==> config.mk <==
export PLATFORM = sky130hd
export DESIGN_NAME = cache_mem_arbiter
export DESIGN_NICKNAME = d
export VERILOG_FILES = /design/src/rtl/cache_mem_arbiter.sv
export SDC_FILE = /design/constraint.sdc
export NUM_CORES = 1
export LEC_CHECK = 0
export BUFFER_PORTS_ARGS = -buffer_cell sky130_fd_sc_hd__buf_2
export CAP_MARGIN = 40
export CORE_AREA = 2 2 337 339
export DETAILED_ROUTE_END_ITERATION = 7
export DIE_AREA = 0 0 339 341
export PLACE_DENSITY_LB_ADDON = 0.25
export RECOVER_POWER = 100
export SLEW_MARGIN = 20
export SYNTH_ARGS = -nofsm -noshare
export SYNTH_HDL_FRONTEND = slang
export SYNTH_SLANG_ARGS = --single-unit
==> constraint.sdc <==
create_clock -name clk -period 3.93 [get_ports clk]
set_input_delay 0.786 -clock clk [delete_from_list [all_inputs] [get_ports clk]]
set_output_delay 0.786 -clock clk [all_outputs]
set_load 0.01 [all_outputs]
==> src/rtl/cache_mem_arbiter.sv <==
// Shares one off-chip memory bus between the I-cache and D-cache block engines.
// One transfer at a time, alternating priority on ties, registered memory commands.
module cache_mem_arbiter #(
  parameter int ADDR_W = 28,
  parameter int DATA_W = 128
) (
  input  logic              clk,
  input  logic              rst_n,
  input  logic              I_mem_read,
  input  logic              I_mem_write,
  input  logic [ADDR_W-1:0] I_mem_addr,
  input  logic [DATA_W-1:0] I_mem_wdata,
  output logic [DATA_W-1:0] I_mem_rdata,
  output logic              I_mem_ready,
  input  logic              D_mem_read,
  input  logic              D_mem_write,
  input  logic [ADDR_W-1:0] D_mem_addr,
  input  logic [DATA_W-1:0] D_mem_wdata,
  output logic [DATA_W-1:0] D_mem_rdata,
  output logic              D_mem_ready,
  output logic              mem_read,
  output logic              mem_write,
  output logic [ADDR_W-1:0] mem_addr,
  output logic [DATA_W-1:0] mem_wdata,
  input  logic [DATA_W-1:0] mem_rdata,
  input  logic              mem_ready
);

  typedef enum logic [1:0] {
    IDLE   = 2'd0,
    BUSY_I = 2'd1,
    BUSY_D = 2'd2,
    RESP   = 2'd3
  } state_t;

  state_t              state_r, state_s;
  logic                last_grant_r, last_grant_s;
  logic                mem_read_s, mem_write_s;
  logic [ADDR_W-1:0]   mem_addr_s;
  logic [DATA_W-1:0]   mem_wdata_s;
  logic [DATA_W-1:0]   resp_r, resp_s;
  logic                i_ready_s, d_ready_s;
  logic                i_req_s, d_req_s, grant_d_s;

  // last_grant=0 means I went last, so D wins the tie
  assign i_req_s   = I_mem_read | I_mem_write;
  assign d_req_s   = D_mem_read | D_mem_write;
  assign grant_d_s = d_req_s & (~i_req_s | ~last_grant_r);

  assign I_mem_rdata = resp_r;
  assign D_mem_rdata = resp_r;

  // Next-state and next-output decode
  always_comb begin
    state_s      = state_r;
    last_grant_s = last_grant_r;
    mem_read_s   = mem_read;
    mem_write_s  = mem_write;
    mem_addr_s   = mem_addr;
    mem_wdata_s  = mem_wdata;
    resp_s       = resp_r;
    i_ready_s    = 1'b0;
    d_ready_s    = 1'b0;
    case (state_r)
      IDLE: begin
        if (grant_d_s) begin
          state_s      = BUSY_D;
          last_grant_s = 1'b1;
          mem_write_s  = D_mem_write;
          mem_read_s   = ~D_mem_write;
          mem_addr_s   = D_mem_addr;
          mem_wdata_s  = D_mem_wdata;
        end else if (i_req_s) begin
          state_s      = BUSY_I;
          last_grant_s = 1'b0;
          mem_write_s  = I_mem_write;
          mem_read_s   = ~I_mem_write;
          mem_addr_s   = I_mem_addr;
          mem_wdata_s  = I_mem_wdata;
        end else begin
          state_s = IDLE;
        end
      end
      BUSY_I, BUSY_D: begin
        if (mem_ready) begin
          if (mem_read) begin
            resp_s = mem_rdata;
          end else begin
            resp_s = resp_r;
          end
          mem_read_s  = 1'b0;
          mem_write_s = 1'b0;
          i_ready_s   = (state_r == BUSY_I);
          d_ready_s   = (state_r == BUSY_D);
          state_s     = RESP;
        end else begin
          state_s = state_r;
        end
      end
      RESP: begin
        state_s = IDLE;
      end
      default: begin
        state_s = IDLE;
      end
    endcase
  end

  // State and output registers
  always_ff @(posedge clk or negedge rst_n) begin
    if (!rst_n) begin
      state_r      <= IDLE;
      last_grant_r <= 1'b0;
      mem_read     <= 1'b0;
      mem_write    <= 1'b0;
      mem_addr     <= {ADDR_W{1'b0}};
      mem_wdata    <= {DATA_W{1'b0}};
      resp_r       <= {DATA_W{1'b0}};
      I_mem_ready  <= 1'b0;
      D_mem_ready  <= 1'b0;
    end else begin
      state_r      <= state_s;
      last_grant_r <= last_grant_s;
      mem_read     <= mem_read_s;
      mem_write    <= mem_write_s;
      mem_addr     <= mem_addr_s;
      mem_wdata    <= mem_wdata_s;
      resp_r       <= resp_s;
      I_mem_ready  <= i_ready_s;
      D_mem_ready  <= d_ready_s;
    end
  end

endmodule
Yosys cells after proc, flatten, opt, wreduce, memory -nomap -nowiden
Cells that the tools add are included.
- eq/ne operators: 5
- muxes and demuxes: 21
- bitwise gates (word level): 8
- reduce and logical (&&, ||, !) cells: 7
- operator list (operator ; count):
    $mux 128 ; 2
    $mux 28 ; 2
    $mux 1 ; 12
    $pmux 2 s3 ; 1
    $reduce_and 3->1 ; 2
    $eq 2x2->1 const B ; 2
    $mux 2 ; 2
    $not 1->1 ; 4
    $pmux 1 s2 ; 2
    $reduce_bool 2->1 ; 2
    $ne 3x3->1 const B ; 1
    $or 1x1->1 ; 3
    $eq 2x1->1 const B ; 1
    $logic_not 2->1 ; 1
    $ne 2x2->1 const B ; 1
    $reduce_and 2->1 ; 1
    $reduce_or 2->1 ; 1
    $and 1x1->1 ; 1
- register bits after elaboration: 291
- output and inout bits: 416
- logic and storage cells: 50

Depth between registers and ports, before layout
Gate-level depths: netlist (run 1).
- depth in word-level cells: 6
- gate-level depth with buffers: 8
- depth with buffers taken out: 6

Worst setup path before layout (run 1)
Ideal clock, no wire load.
- path type: in2reg
- start point: input D_mem_write
- end point: register mem_wdata[10]
- arrival time: 1.690 ns
- data required time: 3.789 ns
- slack: 2.099 ns
- cell stages on the path: 7
- path buffers: 3
- cells stage by stage: or2_1 and2_1 buf_2 buf_6 buf_2 nand2_1 a31oi_1
- cells in the longest elaborated chain, start to end: 4
- ends and longest elaborated chain (item ; line ; RTL):
    from (decl) ; 16 ; input logic D_mem_write,
    $or 1x1->1 * ; 47 ; assign d_req_s = D_mem_read | D_mem_write;
    $and 1x1->1 * ; 48 ; assign grant_d_s = d_req_s & (~i_req_s | ~last_grant_r);
    $reduce_bool 2->1 (no line) ; - ;
    $reduce_and 2->1 (no line) ; - ;
    to (signal assigned) ; 117 ; mem_wdata <= {DATA_W{1'b0}};
    to (signal assigned) ; 127 ; mem_wdata <= mem_wdata_s;
    to (decl) ; 24 ; output logic [DATA_W-1:0] mem_wdata,
Mark *: on every way between the ends. The rest lies on a longest branch, timed or not.
A chain may end at the register's enable or synchronous reset.

Final worst setup path (run 1)
- start point: register state_r[0]
- end point: register resp_r[95] (netlist: D_mem_rdata[95])
- cells in the longest elaborated chain, start to end: 3
- ends and longest elaborated chain (item ; line ; RTL):
    from (decl) ; 36 ; state_t state_r, state_s;
    from (signal assigned) ; 122 ; state_r <= state_s;
    $eq 2x1->1 / $eq 2x2->1 (equally long branches) ; 64 ; case (state_r)
    $reduce_or 2->1 * ; 64 ;
    $reduce_and 3->1 (no line) * ; - ;
    to (signal assigned) ; 118 ; resp_r <= {DATA_W{1'b0}};
    to (signal assigned) ; 128 ; resp_r <= resp_s;
    to (decl) ; 41 ; logic [DATA_W-1:0] resp_r, resp_s;
Marked as above.

==> metrics.txt, run 1 <==
core area 0.112 sq mm; Horiz. Die Dim 339 microns; RR Startpoint state_r[0]$_DFFE_PN0P_; VDD IR max slightly below 0.0006 V; Row Count 123; Port Buffers 862; Top FF cell, synth dfrtp_1; CTS hold repair buffers 0; post-place setup slack around 1.3 ns; detailed placer's ending HPWL between 40000 and 50000 microns; period utilisation layout 0.723; hold depth 2; fin. max-slew vios 83; synthesized area per cell 10.1 sq um; post-CTS sizing 0; Iter 0 DRT Violations roughly 410; top post-synthesis cells by area dfrtp_1 55%, mux2_2 11%, nand2_1 9.0%, buf_4 7.5%, a31oi_1 7.4%; failing checks capacitance limit, slew limit; layout cell share with drive strength beyond 1 0.321; synth unique cells 30; CP Class register to register; register clock-pin slew on the reported worst setup and hold paths approximately 0.060 ns; fin cells between 3000 and 4000; clk_skew 0.0167 ns; f_max 352 MHz; commonest non-fill, non-tap cells in the layout 445 x buf_2, 429 x clkbuf_1, 313 x nand2_1; Final Core Density 0.169; Worst R2R Path Depth 5; maxcap violations 1; Mapped Nets 1749; Fin Setup TNS 0 ns; gr ovfl total 0; postcts setup bufs 0; Ports 863; CTS tree yes; initial antenna violation count 24; met3 wire len 4700 microns; DR pass1 iterations 7; number of global-route vias before repair 12131; final net count 2467; post-synth top area cell dfrtp_1; max layer used met5; most common cell after layout, fill and taps aside buf_2; all-layer global routing usage 0.101; Bufs on Longest Clock Path 3; M1 WL 23300 microns; area grow syn2layout 44.2%; synthesis warning total 0; setup violators final 0; largest net degree at the start of global routing 120; Mapped Cells 1298; synthesized flop and latch total between 200 and 300; top-area cell type share of the netlist area 0.555; fillers about 13000; endpoints failing hold 0; Required @ worst endpoint 4.39 ns; routability cong. 0.766; Post-route DRC 0; startpoint types register; CP endpoint kind register; Hold Path Class input pin to register; crit path max fanout 90; mapped cell area 0.0131 sq mm; placed instance count roughly 3500; static leakage 8.22 nW; Final ANT Viol Nets 0; status complete, but fails checks; crit path time final 2.84 ns; max_slew headroom -0.724; # H-tree levels 2; DR WL/cell between 15 and 20 microns; Worst Setup SP state_r[0]$_DFFE_PN0P_; pwr/cell area 856 mW/mm^2; Vias between 10000 and 15000; RSZ-0062 raised after global routing no; vias per inst ~3.4; Skew-Pair Late Insertion Delay 0.58 ns; crit path to D_mem_rdata[95]$_DFFE_PN0P_; arrival time of the worst setup path 3.30 ns; Vert. Die Dim 341 microns; Root Driver clkbuf_16; Clock Sinks 291; Met2 Routed Length 31100 microns; R2R Path End D_mem_rdata[95]$_DFFE_PN0P_; WL final 61000 microns; total die area 0.116 sq mm; FF-to-FF setup slack 1.09 ns; Worst-Margin Slew 2.59 ns; first-pass GRT wire length 85600 microns; Async SR Flop Fraction 1.00; Final Worst Setup Slack ~1.1 ns; CTS buffer count 39; Post-synth EDFFs 0; Seq/Total Area, Yosys 0.555; Initial Util 0.117
## per-stage QoR
| step | hold WS [ns] | instance area (sq um) | total power [mW] |
|---|---|---|---|
| 5_1_grt | 0.382 | 18900 | 17.4 |
| 4_1_cts | 0.209 | 19500 | 17.2 |
| 3_5_place_dp | 0.506 | 18300 | 13.5 |
| 3_3_place_gp | 0.505 | 18300 | 13.5 |
| 2_1_floorplan | 0.490 | 13100 | 10.4 |
| 6_report | 0.433 | 18900 | 16.2 |
## kinds of logic after synthesis
family                     synth area share
and+or+nand+nor                       0.141
AOI/OAI and AO/OA                    0.0830
buffers and inverters                 0.107
DFF                                   0.555
adders and majority gates           0.00381
muxes                                 0.111
## how the worst min path moves through the flow
stage               slack [ns]                           end                         from
floorplan                 0.49    D_mem_rdata[0]$_DFFE_PN0P_                        rst_n
global placement          0.51   D_mem_rdata[21]$_DFFE_PN0P_  D_mem_rdata[21]$_DFFE_PN0P_
detailed placement        0.51   D_mem_rdata[67]$_DFFE_PN0P_  D_mem_rdata[67]$_DFFE_PN0P_
CTS                       0.21   D_mem_rdata[94]$_DFFE_PN0P_                        rst_n
global route              0.38  D_mem_rdata[101]$_DFFE_PN0P_               mem_rdata[101]
finish                    0.43   D_mem_rdata[91]$_DFFE_PN0P_                mem_rdata[91]
## final cells by class
cell class,count,area (sq um),share of cell area
Multi-Input combinational cell,790,4440,0.234
Antenna cell,4,10.0,0.000529
Sequential cell,291,7280,0.385
Timing Repair Buffer,889,4090,0.216
Tap cell,1500,1880,0.0992
Inverter,5,18.8,0.000992
Clock buffer,58,1160,0.0612
Clock inverter,6,52.6,0.00278
## power by group
part | internal [mW] | total (mW) | switching, mW
clock network | 2.02 | 3.46 | 1.43
logic | 2.58 | 6.92 | 4.33
registers | 4.55 | 5.83 | 1.28
total | 9.16 | 16.2 | 7.05
## cell usage after synthesis (2+ instances only)
master / count
a311oi_1: 2
clkbuf_1: 12
o21ai_0: 2
o22ai_1: 2
nand2_1: 314
buf_6: 2
nor3b_1: 2
a31oi_1: 156
and3_1: 2
ha_1: 4
buf_2: 66
nor2_1: 161
and2_1: 2
mux2_2: 128
buf_4: 131
inv_1: 5
dfrtp_1: 291
a21oi_1: 4
## registers in the layout, indices dropped and copies added (netlist names)
signal / flops
mem_wdata: 128
D_mem_rdata: 128
mem_addr: 28
mem_read: 1
last_grant_r: 1
mem_write: 1
D_mem_ready: 1
state_r: 2
I_mem_ready: 1
## per-layer routing
| metal | vias up | GRT usage |
|---|---|---|
| li1 | 5654 | - |
| met1 | 5679 | 0.113 |
| met2 | 547 | 0.182 |
| met3 | 105 | 0.0304 |
| met4 | 2 | 0.0354 |
| met5 | - | 0 |
## worst max-delay path, stage by stage, from the launching register on
cell and delay [ns]:
dfrtp_1 0.38, inv_1 0.09, ha_1 0.43, nand3_1 0.22, clkbuf_4 1.02, mux2_2 0.44
Note: power is estimated with default switching activity, not from simulation.
==> run 2, diff against run 1 <==
Settings changed: CORE_AREA 2 2 337 339 to 2 2 338 340, DIE_AREA 0 0 339 341 to 0 0 340 342.
Clock period 3.93 ns to 2.7 ns, I/O delays scaled along.
==> metrics.txt, run 2 (synthesis results as in run 1) <==
WL final 64200 microns (+5.3%); RSZ-0062 raised after global routing no; status completed; Final Worst Setup Slack 0.238 ns (-0.849 ns); # H-tree levels 2 (unchanged); clk_skew 0.0204 ns (+0.00367 ns); number of global-route vias before repair 12071 (-0.49%); VDD IR max 0.000468 V (-20%); most common cell after layout, fill and taps aside buf_2; postcts setup bufs 0 (unchanged); Ports 863 (unchanged); Met2 Routed Length 31200 microns (+0.25%); R2R Path End D_mem_rdata[87]$_DFFE_PN0P_; Bufs on Longest Clock Path 3 (unchanged); M1 WL 25800 microns (+11%); static leakage 8.38 nW (+1.9%); arrival time of the worst setup path 2.92 ns (-0.38 ns); initial antenna violation count 31 (+29%); DR pass1 iterations 4 (-3); register clock-pin slew on the reported worst setup and hold paths 0.06 ns (about the same); first-pass GRT wire length 88700 microns (+3.7%); fin. max-slew vios 0 (-100%); area grow syn2layout 46.6%; routability cong. 0.795 (+3.8%); Vias 12193 (+1.7%); post-place setup slack 0.348 ns (-0.936 ns); largest net degree at the start of global routing 113 (-5.8%); DR WL/cell 17.9 microns (+4.0%); detailed placer's ending HPWL 51300 microns (+5.6%); Skew-Pair Late Insertion Delay 0.57 ns (about the same); final net count 2491 (+0.97%); all-layer global routing usage 0.106 (+0.00469); Horiz. Die Dim 340 microns (+0.29%); Clock Sinks 291 (unchanged); max layer used met5; Fin Setup TNS 0 ns (unchanged); vias per inst 3.40 (+0.50%); pwr/cell area 1260 mW/mm^2 (+48%); Required @ worst endpoint 3.16 ns (-1.23 ns); Hold Path Class input pin to register; post-CTS sizing 0 (unchanged); layout cell share with drive strength beyond 1 0.326 (+0.00534); RR Startpoint state_r[0]$_DFFE_PN0P_; CP Class register to register; Post-route DRC 0 (unchanged); met3 wire len 5640 microns (+20%); FF-to-FF setup slack 0.24 ns (-0.85 ns); setup violators final 0 (unchanged); fillers 13054 (+1.1%); gr ovfl total 0 (unchanged); Hold Crit Endpoint D_mem_rdata[74]$_DFFE_PN0P_; endpoints failing hold 0 (unchanged); crit path max fanout 112 (+24%); hold depth 2 (unchanged); maxcap violations 0 (-1); Iter 0 DRT Violations 438 (+6.1%); max_slew headroom 0.0505 (+0.775); Worst R2R Path Depth 6 (+1); Initial Util 0.116 (-0.00127); startpoint types register; HP Start mem_rdata[74]; Vert. Die Dim 342 microns (+0.29%); Port Buffers 862 (unchanged); core area 0.113 sq mm (+1.1%); total die area 0.116 sq mm (+0.59%); Row Count 124 (+0.81%); f_max 406 MHz (+15%); CTS tree yes; Root Driver clkbuf_16; period utilisation layout 0.912 (+0.189); CP endpoint kind register; Final ANT Viol Nets 0 (unchanged); Worst-Margin Slew 1.42 ns (-1.16 ns); CTS hold repair buffers 1 (+1); commonest non-fill, non-tap cells in the layout 446 x buf_2, 438 x clkbuf_1, 313 x nand2_1; total power 24.3 mW (+50%); CTS buffer count 40 (+2.6%); crit path time final 2.46 ns (-0.381 ns)
run 2: changes by cell type in the layout (fill, tap and decap cells not counted), moves of 2 or more:
cell        change
clkbuf_16       +3
buf_4           +6
clkbuf_1        +9
clkbuf_2        +4
clkinvlp_4      +2
run 2: worst max-delay path by stage:
stage                            from                            to  cells past startpoint
2_1_floorplan  state_r[0]$_DFFE_PN0P_  D_mem_rdata[107]$_DFFE_PN0P_                      7
3_3_place_gp   state_r[0]$_DFFE_PN0P_   D_mem_rdata[35]$_DFFE_PN0P_                      6
3_5_place_dp   state_r[0]$_DFFE_PN0P_   D_mem_rdata[64]$_DFFE_PN0P_                      6
4_1_cts        state_r[0]$_DFFE_PN0P_   D_mem_rdata[86]$_DFFE_PN0P_                      6
5_1_grt        state_r[0]$_DFFE_PN0P_     mem_wdata[39]$_DFFE_PN0P_                      8
6_report       state_r[0]$_DFFE_PN0P_   D_mem_rdata[87]$_DFFE_PN0P_                      6
run 2: final cells by class:
| cell class | instances | area (sq um) | area share |
|---|---|---|---|
| clock buffers | 64 | 1250 | 0.0652 |
| clock inverters | 8 | 81.3 | 0.00423 |
| flip-flops and latches | 291 | 7280 | 0.378 |
| inverters | 5 | 18.8 | 0.000975 |
| diodes | 4 | 10.0 | 0.000520 |
| repair buffers | 912 | 4260 | 0.221 |
| well taps | 1512 | 1890 | 0.0983 |
| multi-input cells | 790 | 4450 | 0.231 |
run 2: critical path, cell delays in order, from the launching register on:
cell and delay (ns):
dfrtp_1 0.37, inv_1 0.08, ha_1 0.43, nand3_4 0.11, buf_12 0.39, clkbuf_2 0.36, mux2_2 0.36
run 2: through the flow:
| step | utilization | hold WS, ns | std cells | area, sq um |
|---|---|---|---|---|
| after floorplan | - | 0.244 | 1298 | 13100 |
| after global placement | 0.164 | 0.505 | 3509 | 18500 |
| after detailed placement | 0.164 | 0.513 | 3509 | 18500 |
| after CTS | 0.176 | 0.123 | 3582 | 19900 |
| after global routing | 0.170 | 0.137 | 3586 | 19200 |
| final | 0.170 | 0.195 | 3586 | 19200 |
run 2: power by group:
group          leakage (nW)  switching [mW]  internal (mW)
combinational          4.36            6.44           3.91
sequential             3.37            1.91           6.63
clock                 0.653            2.17           3.27
run 2: metal layers:
layer  vias to the layer above  global-route usage
li1                       5721                   -
met1                      5811               0.125
met2                       555               0.180
met3                       104              0.0387
met4                         2              0.0273
met5                         -             0.00408
==> run 3, diff against run 2 <==
Settings changed: ABC_AREA set to 1, CORE_AREA 2 2 338 340 to 2 2 331 333, DIE_AREA 0 0 340 342 to 0 0 333 335, TNS_END_PERCENT set to 1.
==> metrics.txt, run 3 <==
status completed; all-layer global routing usage 0.117 (+0.0113); final net count 2798 (+12%); WL final 68400 microns (+6.5%); top post-synthesis cells by area dfrtp_1 49%, nand2_1 12%, mux2_1 9.7%, nand3b_1 7.9%, buf_4 6.6%; CP max stage cell clkbuf_1; Seq/Total Area, Yosys 0.491 (-0.0637); Worst-Margin Slew 1.24 ns (-0.189 ns); CTS buffer count 41 (+2.5%); pwr/cell area 1190 mW/mm^2 (-5.7%); Bufs on Longest Clock Path 3 (unchanged); Post-route DRC 0 (unchanged); static leakage 10.3 nW (+23%); initial antenna violation count 21 (-32%); number of global-route vias before repair 13662 (+13%); detailed placer's ending HPWL 52700 microns (+2.7%); core area 0.108 sq mm (-4.4%); crit path time final 2.17 ns (-0.290 ns); Row Count 121 (-2.4%); synthesis warning total 0 (unchanged); Vias 13699 (+12%); final instance area 0.0208 sq mm (+7.9%); CP endpoint kind register; largest net degree at the start of global routing 129 (+14%); Vert. Die Dim 335 microns (-2.0%); max_slew headroom 0.177 (+0.126); first-pass GRT wire length 96500 microns (+8.8%); Iter 0 DRT Violations 464 (+5.9%); commonest non-fill, non-tap cells in the layout 483 x nand2_1, 445 x buf_2, 436 x clkbuf_1; RSZ-0062 raised after global routing no; vias per inst 3.61 (+6.2%); setup violators final 0 (unchanged); Mapped Cells 1629 (+26%); post-CTS sizing 0 (unchanged); register clock-pin slew on the reported worst setup and hold paths 0.07 ns (about the same); Worst path max stage delay 0.60 ns (+0.17 ns); period utilisation layout 0.804 (-0.108); f_max 461 MHz (+13%); Hold Path Class input pin to register; Required @ worst endpoint 3.24 ns (+0.08 ns); Clock Sinks 291 (unchanged); DR pass1 iterations 4 (unchanged); arrival time of the worst setup path 2.71 ns (-0.21 ns); layout cell share with drive strength beyond 1 0.229 (-0.0970); synthesized flop and latch total 291 (unchanged); total die area 0.112 sq mm (-4.1%); Reg area 0.00728 sq mm (unchanged); Top FF cell, synth dfrtp_1; Root Driver clkbuf_16; synth unique cells 20 (-33%); Final Worst Setup Slack 0.528 ns (+0.290 ns); startpoint types register; fin. max-slew vios 0 (unchanged); CTS tree yes; area grow syn2layout 40.0%; area of placed instances 0.0199 sq mm (+7.6%); fillers 12461 (-4.5%); post-synth top area cell dfrtp_1; routability cong. 0.791 (-0.49%); gr ovfl total 0 (unchanged); Port Buffers 862 (unchanged); most common cell after layout, fill and taps aside nand2_1; Post-synth EDFFs 0 (unchanged); Initial Util 0.137 (+0.0211); Horiz. Die Dim 333 microns (-2.1%); top-area cell type share of the netlist area 0.491 (-0.0637); maxcap violations 0 (unchanged); clk_skew 0.0248 ns (+0.00447 ns); crit path max fanout 40 (-64%); endpoints failing hold 0 (unchanged); VDD IR max 0.000352 V (-25%); # H-tree levels 2 (unchanged); post-place setup slack 0.490 ns (+0.142 ns); top-count cell post-synth nand2_1; Mapped Nets 2080 (+19%); Fin Setup TNS 0 ns (unchanged); Multi-input gate area 0.00540 sq mm (+21%); DR WL/cell 18.0 microns (+0.65%); Ports 863 (unchanged); Async SR Flop Fraction 1.00 (unchanged); CP Class register to register; mapped cell area 0.0148 sq mm (+13%); Skew-Pair Late Insertion Delay 0.60 ns (+0.03 ns); Final ANT Viol Nets 0 (unchanged); critical-path cell list inv_1 > ha_1 > nand2_8 > inv_6 > clkbuf_1 > nand3_1 > nand2_1; Post-synth top cells 483 x nand2_1, 291 x dfrtp_1, 163 x inv_1; synthesized area per cell 9.10 sq um (-10%)
[run 3: cell count changes after synthesis, sizes merged, moves of 11 or more]
cell	change
nor2	-154
nand3b	+156
inv	+160
nand3	+160
clkbuf	+11
a31oi	-156
nand2	+171
[run 3: kinds of logic after synthesis]
kind of cell | share of synthesized area
multiplexers | 0.0972
AND/OR/NAND/NOR | 0.259
adder cells (fa/ha/maj) | 0.00338
buffers and inverters | 0.148
flip-flops | 0.491
AO/OA/AOI/OAI | 0.00194
[run 3: report_power, final]
part / switching (mW) / internal [mW] / leakage [nW] / total, mW
combinational: 6.97 / 3.64 / 6.05 / 10.6
sequential: 1.71 / 6.59 / 3.54 / 8.30
clock: 2.26 / 3.59 / 0.700 / 5.85
[run 3: final timing paths]
kind,from,end,slack (ns),depth (start not counted)
worst max-delay path,state_r[1]$_DFFE_PN0P_,mem_wdata[85]$_DFFE_PN0P_,0.53,7
worst min-delay path,mem_rdata[22],D_mem_rdata[22]$_DFFE_PN0P_,0.15,2
worst max register to register,state_r[1]$_DFFE_PN0P_,mem_wdata[85]$_DFFE_PN0P_,0.53,7
worst min register to register,mem_wdata[113]$_DFFE_PN0P_,mem_wdata[113]$_DFFE_PN0P_,0.47,2
max in group asynchronous,rst_n,D_mem_rdata[6]$_DFFE_PN0P_,0.59,3
min in group asynchronous,rst_n,D_mem_rdata[68]$_DFFE_PN0P_,0.52,2
[run 3: repair_timing]
action                                  4_1_cts  5_1_grt
endpoints found under the setup margin        0        0
setup buffers                                 0        0
hold buffers                                  1        0
endpoints found under the hold margin        49        0
[run 3: layer usage]
layer,up-vias,GRT usage,share of wire
met2,542,0.209,0.51
met3,98,0.0263,0.058
li1,6465,-,-
met4,4,0.0324,0.026
met5,-,0,0.00039
met1,6590,0.140,0.41
[run 3: cell type report]
cell class                      count  area share
Multi-Input combinational cell    946       0.260
Antenna cell                        4    0.000482
Clock inverter                     12      0.0107
Clock buffer                       59      0.0581
Tap cell                         1414      0.0852
Sequential cell                   291       0.351
Inverter                          165      0.0303
Timing Repair Buffer              902       0.204
[run 3: critical path, delay by kind of cell, from the launching register on]
family                   cells  cell delay [ns]
adder cells (fa/ha/maj)      1             0.31
buffers and inverters        3             1.00
flip-flops                   1             0.40
AND/OR/NAND/NOR              3             0.41
[run 3: through the flow]
stage	hold WS [ns]	instances	power (mW)	util
after floorplan	0.244	1629	15.1	-
after global placement	0.460	3717	20.0	0.185
after detailed placement	0.460	3717	20.0	0.185
after CTS	0.0712	3789	26.1	0.198
after global routing	0.0953	3792	26.6	0.192
final	0.150	3793	24.8	0.192
